[config.mk]
export PLATFORM = sky130hd
export DESIGN_NAME = id_ex_stage
export DESIGN_NICKNAME = d
export VERILOG_FILES = /design/src/rtl/id_ex_stage.sv
export SDC_FILE = /design/constraint.sdc
export NUM_CORES = 1
export LEC_CHECK = 0
export CORE_MARGIN = 2
export CORE_UTILIZATION = 41
export DETAILED_ROUTE_END_ITERATION = 16
export PLACE_DENSITY = 0.81
export SETUP_SLACK_MARGIN = 0.1
export SLEW_MARGIN = 40
export SYNTH_ARGS = -nofsm -noshare
export SYNTH_HDL_FRONTEND = slang
export SYNTH_SLANG_ARGS = --single-unit
[constraint.sdc]
create_clock -name clk_i -period 2.2 [get_ports clk_i]
set_clock_uncertainty 0.1 [all_clocks]
set_input_delay 0.44 -clock clk_i [delete_from_list [all_inputs] [get_ports clk_i]]
set_output_delay 0.44 -clock clk_i [all_outputs]
set_load 0.1 [all_outputs]
[src/rtl/id_ex_stage.sv]
// ---------------------------------------------------------------------------
// id_ex_stage
// ID/EX pipeline register of the 5-stage MIPS core.
//
// Every rising edge of clk_i the stage does exactly one of three things:
//   - HOLD   : MEM cannot advance, so every register keeps its value.
//   - BUBBLE : the instruction in ID must not enter EX (wrong path after a
//              taken branch, load-use hazard, or ID empty). All outputs go to 0.
//   - LOAD   : the ID instruction moves into EX.
//
// Ports
//   clk_i, rst_i                 clock, async active-low reset
//   ctrl_i[7:0]                  {RegDst, ALUSrc, ALUOp[1:0], MemWrite,
//                                 MemRead, MemtoReg, RegWrite}; [31:8] unused
//   id_valid_i                   ID holds a real instruction
//   rs_data_i, rt_data_i, imm_i  32-bit datapath fields from ID
//   rs_addr_i, rt_addr_i,
//   rd_addr_i, funct_i           register specifiers / funct from ID
//   flush_i                      taken branch, ID is wrong-path
//   mem_busy_i                   MEM back-pressure, freeze the stage
//   *_o                          registered copies presented to EX
//   valid_o                      EX holds a real instruction
//   stall_o                      hold PC and IF/ID (combinational)
//
// Build option
//   ID_EX_PERF_EN  adds stall_cnt_o (load-use stalls taken) and
//                  bubble_cnt_o (bubbles inserted), 32-bit wrapping counters.
// ---------------------------------------------------------------------------
module id_ex_stage (
    input  logic        clk_i,
    input  logic        rst_i,
    input  logic [31:0] ctrl_i,
    input  logic        id_valid_i,
    input  logic [31:0] rs_data_i,
    input  logic [31:0] rt_data_i,
    input  logic [31:0] imm_i,
    input  logic [4:0]  rs_addr_i,
    input  logic [4:0]  rt_addr_i,
    input  logic [4:0]  rd_addr_i,
    input  logic [5:0]  funct_i,
    input  logic        flush_i,
    input  logic        mem_busy_i,
    output logic        reg_dst_o,
    output logic        alu_src_o,
    output logic [1:0]  alu_op_o,
    output logic        mem_write_o,
    output logic        mem_read_o,
    output logic        mem_to_reg_o,
    output logic        reg_write_o,
    output logic [31:0] rs_data_o,
    output logic [31:0] rt_data_o,
    output logic [31:0] imm_o,
    output logic [4:0]  rs_addr_o,
    output logic [4:0]  rt_addr_o,
    output logic [4:0]  rd_addr_o,
    output logic [5:0]  funct_o,
    output logic        valid_o,
    output logic        stall_o
`ifdef ID_EX_PERF_EN
    ,
    output logic [31:0] stall_cnt_o,
    output logic [31:0] bubble_cnt_o
`endif
);

    logic [7:0]  r_ctrl;
    logic [31:0] r_rs_data;
    logic [31:0] r_rt_data;
    logic [31:0] r_imm;
    logic [4:0]  r_rs_addr;
    logic [4:0]  r_rt_addr;
    logic [4:0]  r_rd_addr;
    logic [5:0]  r_funct;
    logic        r_valid;

    logic        w_hazard;
    logic        w_bubble;
    logic        w_unused_ctrl;

    // Upper control bits are decoded elsewhere and not carried into EX.
    assign w_unused_ctrl = &{1'b0, ctrl_i[31:8]};

    // Load in EX writing a register that ID reads. Both rs and rt are
    // compared regardless of instruction format; $0 never creates a hazard.
    assign w_hazard = r_valid & r_ctrl[2] & (r_rt_addr != 5'd0) & id_valid_i &
                      ((r_rt_addr == rs_addr_i) | (r_rt_addr == rt_addr_i));

    assign w_bubble = ~mem_busy_i & (flush_i | w_hazard | ~id_valid_i);

    // A flush discards the ID instruction anyway, so it must not be held.
    assign stall_o  = mem_busy_i | (w_hazard & ~flush_i);

    always_ff @(posedge clk_i or negedge rst_i) begin
        if (!rst_i) begin
            r_ctrl    <= '0;
            r_rs_data <= '0;
            r_rt_data <= '0;
            r_imm     <= '0;
            r_rs_addr <= '0;
            r_rt_addr <= '0;
            r_rd_addr <= '0;
            r_funct   <= '0;
            r_valid   <= 1'b0;
        end else if (mem_busy_i) begin
            // hold
        end else if (w_bubble) begin
            r_ctrl    <= '0;
            r_rs_data <= '0;
            r_rt_data <= '0;
            r_imm     <= '0;
            r_rs_addr <= '0;
            r_rt_addr <= '0;
            r_rd_addr <= '0;
            r_funct   <= '0;
            r_valid   <= 1'b0;
        end else begin
            r_ctrl    <= ctrl_i[7:0];
            r_rs_data <= rs_data_i;
            r_rt_data <= rt_data_i;
            r_imm     <= imm_i;
            r_rs_addr <= rs_addr_i;
            r_rt_addr <= rt_addr_i;
            r_rd_addr <= rd_addr_i;
            r_funct   <= funct_i;
            r_valid   <= 1'b1;
        end
    end

    assign reg_dst_o    = r_ctrl[7];
    assign alu_src_o    = r_ctrl[6];
    assign alu_op_o     = r_ctrl[5:4];
    assign mem_write_o  = r_ctrl[3];
    assign mem_read_o   = r_ctrl[2];
    assign mem_to_reg_o = r_ctrl[1];
    assign reg_write_o  = r_ctrl[0];
    assign rs_data_o    = r_rs_data;
    assign rt_data_o    = r_rt_data;
    assign imm_o        = r_imm;
    assign rs_addr_o    = r_rs_addr;
    assign rt_addr_o    = r_rt_addr;
    assign rd_addr_o    = r_rd_addr;
    assign funct_o      = r_funct;
    assign valid_o      = r_valid;

`ifdef ID_EX_PERF_EN
    logic [31:0] r_stall_cnt;
    logic [31:0] r_bubble_cnt;

    always_ff @(posedge clk_i or negedge rst_i) begin
        if (!rst_i) begin
            r_stall_cnt  <= '0;
            r_bubble_cnt <= '0;
        end else begin
            if (w_hazard & ~flush_i & ~mem_busy_i) begin
                r_stall_cnt <= r_stall_cnt + 32'd1;
            end
            if (w_bubble) begin
                r_bubble_cnt <= r_bubble_cnt + 32'd1;
            end
        end
    end

    assign stall_cnt_o  = r_stall_cnt;
    assign bubble_cnt_o = r_bubble_cnt;
`endif

endmodule
Word level (Yosys, flattened, before mapping)
Index checks and enable logic that the tools add are counted.
{"block": "word_totals", "regBits": 126, "out_inout_bits": 127, "elab_cells": 34}
{"block": "classes", "eq_ne": 2, "n_mux": 9, "bitwise_logic": 13, "reduce_logical": 1}
{"op": "$mux 32", "count": 3}
{"op": "$mux 5", "count": 3}
{"op": "$eq 5x5->1", "count": 2}
{"op": "$mux 8", "count": 1}
{"op": "$and 1x1->1", "count": 6}
{"op": "$mux 6", "count": 1}
{"op": "$reduce_bool 5->1", "count": 1}
{"op": "$or 1x1->1", "count": 4}
{"op": "$not 1->1", "count": 3}
{"op": "$mux 1", "count": 1}

Logic depth before layout (Yosys ltp)
{"block": "depth", "depth_word": 8, "mapped_depth": 6, "depth_no_buf": 4}

Worst setup path before layout
No wires, ideal clock.
{"block": "synth_timing", "path_type": "reg2out", "startpoint": "reg r_rt_addr[0] (netlist: rt_addr_o[0])", "endpoint": "out stall_o", "arrival_time_ns": 2.749, "t_required_ns": 1.660, "path_slack_ns": -1.089, "stages_incl_launch_ff": 7, "path_buffers": 2, "path_cell_list": "dfrtp_1 > xnor2_1 > nand3_1 > o22ai_2 > buf_2 > clkbuf_1 > a21o_1"}
{"block": "synth_between", "elab_chain_len": 6, "elab_cells_between_ends": 9}
{"item": "start: declaration", "line": "71", "text": "logic [4:0] r_rt_addr;"}
{"item": "start signal: assignment", "line": "122", "text": "r_rt_addr <= rt_addr_i;"}
{"item": "$reduce_bool 5->1", "line": "85", "text": "assign w_hazard = r_valid & r_ctrl[2] & (r_rt_addr != 5'd0) & id_valid_i &"}
{"item": "$and 1x1->1 (2 in a row)", "line": "85"}
{"item": "$and 1x1->1 *", "line": "85"}
{"item": "$and 1x1->1 *", "line": "91", "text": "assign stall_o = mem_busy_i | (w_hazard & ~flush_i);"}
{"item": "$or 1x1->1 *", "line": "91"}
{"item": "end: declaration", "line": "58", "text": "output logic stall_o"}
Mark *: on every way between the ends. The rest lies on a longest branch, timed or not.

Final worst setup path
{"block": "layout_timing", "startpoint": "reg r_rt_addr[1] (netlist: rt_addr_o[1])", "endpoint": "out stall_o"}
The elaborated chain is that of the path after synthesis.

==> impl_results.md <==
- Yosys warnings: 0
- Post-synthesis net count: 746
- I/O pin cnt: 281
- Critical R2R Capture: imm_o[3]
- FF-to-FF setup slack: 0.10 ns
- Core area: 0.0138 mm2
- Crit-path leading delay family: simple AND/OR/NAND/NOR gates
- Reg2Reg Depth: 5
- Hold path cells: 2
- Top cells by area, synth: dfrtp_1 54%, a32oi_1 19%, o21ai_0 10%
- Ratio of cells with drive above 1 in the final layout: 0.236
- FILL cells: 1069
- Clk sink count: 126
- Syn_area_per_cell: 9.80 um2
- Hold Fails Final Rpt: 0
- DR WL/cell: 18.7 um
- Worst reg2reg startpoint: rt_addr_o[1]
- CP required: 1.66 ns
- Post-synth top area cell: dfrtp_1
- Cells after Synth: 592
- Number of global-route vias before repair: 5549
- Die height: 123 um
- Worst-Margin Slew: 0.595 ns
- Crit-path cells: or4_4 -> o21ai_4 -> nor2_2 -> a21o_4 -> buf_12
- Post-DP HPWL: 12400 um
- Yosys top cell area share: 0.543
- Switch share: 0.404
- Worst path slowest cell: or4_4
- Setup crit start kind: flop
- Grt ovf: 0
- Crit path capture type: output pin
- Seq. cell area: 0.00317 mm2
- Critical path depth in cells: 5
- Psw: 3440 uW
- Fmax: 393 MHz
- Vias post-DR: 5901
- Largest net degree at the start of global routing: 126
- Hold endpoint: valid_o
- CTS H-tree depth: 4
- Min setup slack post-route: -0.344 ns
- Peak supply drop: 0.505 mV
- Remaining DRCs: 0
- Routability Congestion: 0.780
- Period utilization: 1.16
- CTS buffer count: 17
- Area overhead of the layout relative to synthesis: 56.3%
- Status: finished, violations left
- RSZ-0062 raised after global routing: true
- Nets@finish: 983
- Reg power frac: 0.319
- Pwr/cell area: 938 mW/mm2
- Most numerous cell in the Yosys netlist: nand2_1
- Worst-path maximum fanout: 3
- Final wirelength: 19100 um
- Footprint of the multi-input gates: 0.00240 mm2
- HP Class: in -> reg
- Root Driver: clkbuf_16
- Logic pwr share: 0.361
- Post-synth ARST share: 1.00
- CTS Buffer Depth: 2
- Mapped Area: 0.00580 mm2
- Commonest cells post-synth: 127 x nand2_1, 126 x dfrtp_1, 125 x a32oi_1, 119 x o21ai_0, 51 x clkbuf_1
- Worst-Skew Late Latency: 0.41 ns
- #FFs+latches synth: 126
- Antenna violations before repair: 0
- Failing checks: setup timing
- Number of buffers added on ports: 256
- Pre-CTS setup slack: -0.128 ns
- Setup Crit Path Kind: reg -> out
- Final Max Slew Viols: 0
- CTS tree: done
- Number of vias per cell: 5.79
- Post-synthesis sequential area ratio: 0.543
- Initial core utilization: 0.420
- Die W: 123 um
- Post-Place Cells: 987
- Drt pass-1 iters: 5
- First-pass GRT wire length: 27900 um
- Die area: 0.0151 mm2
- Crit path time final: 2.54 ns
- Clock Pin Slew Worst Setup and Hold Paths: 0.05 ns
- Max Cap Viol: 0
- Initial DRC Count: 392
- Clock share of power: 0.321
- Setup bufs post-CTS: 0
- Leakage: 0.00379 uW
- Hold Crit Start: mem_busy_i
- EDFF count, synth: 0
- Critical Path Max Stage Delay: 0.55 ns
- Netlist cell types: 22
- Row cnt: 43
- GRT Total Usage: 0.237
- Top FF cell, synth: dfrtp_1
- Critical Path AT: 2.00 ns
- Post-layout util: 0.656
- Worst slew margin: 0.603
- Final ANT Viol Nets: 0
- Setup-failing EPs final: 1
- # diodes: 0
- Worst path bufs/invs: 1
- Non-Filler Instances: 1020
- Internal power: 5070 uW
## how the worst max path moves through the flow
stage                  from      end  slack (ns)
5_1_grt        rt_addr_o[1]  stall_o       -0.40
4_1_cts        rt_addr_o[1]  stall_o       -0.37
3_3_place_gp   rs_addr_i[0]  stall_o       -0.11
6_report       rt_addr_o[1]  stall_o       -0.34
3_5_place_dp   rs_addr_i[4]  stall_o       -0.13
2_1_floorplan  rt_addr_o[1]  stall_o       -0.25
## per-layer routing
layer	GRT usage	wire length (um)
met1	0.288	7450
met2	0.400	9770
met3	0.0696	1470
met4	0.0852	375
met5	0	0
## cell usage in the layout (no fill, tap or decap), types with 3 or more instances in the layout
master           synthesis  routed
buf_4                    3     140
nand2_1                127     127
clkdlybuf4s50_1          0     127
a32oi_1                125     125
o21ai_0                119     119
dfrtp_1                126     119
clkbuf_16                0      19
buf_12                   0      13
xnor2_1                 10      10
o21ai_1                  6       6
clkbuf_8                 0       4
clkinv_2                 0       4
dfrtp_4                  0       4
dfrtp_2                  0       3
## worst register-to-register path, cell delays in order, from the launching register on
cell and delay (ns):
dfrtp_4 0.47, or4_4 0.55, o21ai_4 0.16, buf_4 0.40, a32oi_1 0.21, o21ai_0 0.12
## sequential cells by signal (all words and copies together) (netlist names)
name / count
funct_o: 6
imm_o: 32
r_ctrl: 8
rd_addr_o: 5
rs_addr_o: 5
rs_data_o: 32
rt_addr_o: 5
rt_data_o: 32
valid_o: 1
## logic make-up after synthesis
kind of cell / synth area share
XOR/XNOR: 0.0151
AND/OR/NAND/NOR: 0.0886
AO/OA/AOI/OAI: 0.304
buffers and inverters: 0.0489
flip-flops: 0.543
## per-stage QoR
step	power (uW)	hold WS [ns]	setup TNS, ns	cell area [um2]
6_report	8510	0.220	-0.344	9070
5_1_grt	8810	0.199	-0.401	9070
4_1_cts	8540	0.203	-0.373	9000
3_5_place_dp	5790	0.294	-8.74	8410
3_3_place_gp	5730	0.278	-4.72	8410
2_1_floorplan	4860	0.0444	-0.248	5850
## power groups by stage
| stage | Sequential, uW | Clock (uW) | Combinational (uW) |
|---|---|---|---|
| after floorplan | 4450 | 0 | 408 |
| after global placement | 2730 | 0 | 3000 |
| after detailed placement | 2750 | 0 | 3050 |
| after CTS | 2710 | 2780 | 3050 |
| after global routing | 2740 | 2900 | 3180 |
| final | 2710 | 2730 | 3070 |
## layout make-up
cell class | instances | share of cell area
flip-flops and latches | 126 | 0.350
repair buffers | 285 | 0.297
multi-input cells | 399 | 0.265
clock buffers | 23 | 0.0538
well taps | 180 | 0.0248
clock inverters | 7 | 0.00965
## timing repair
item,4_1_cts,5_1_grt
hold buffers,1,0
pin swaps,0,0
setup endpoints to repair,8,60
endpoints found under the hold margin,20,0
resized for setup,2,4
gates cloned,0,2
Note: power is estimated with default switching activity, not from simulation.
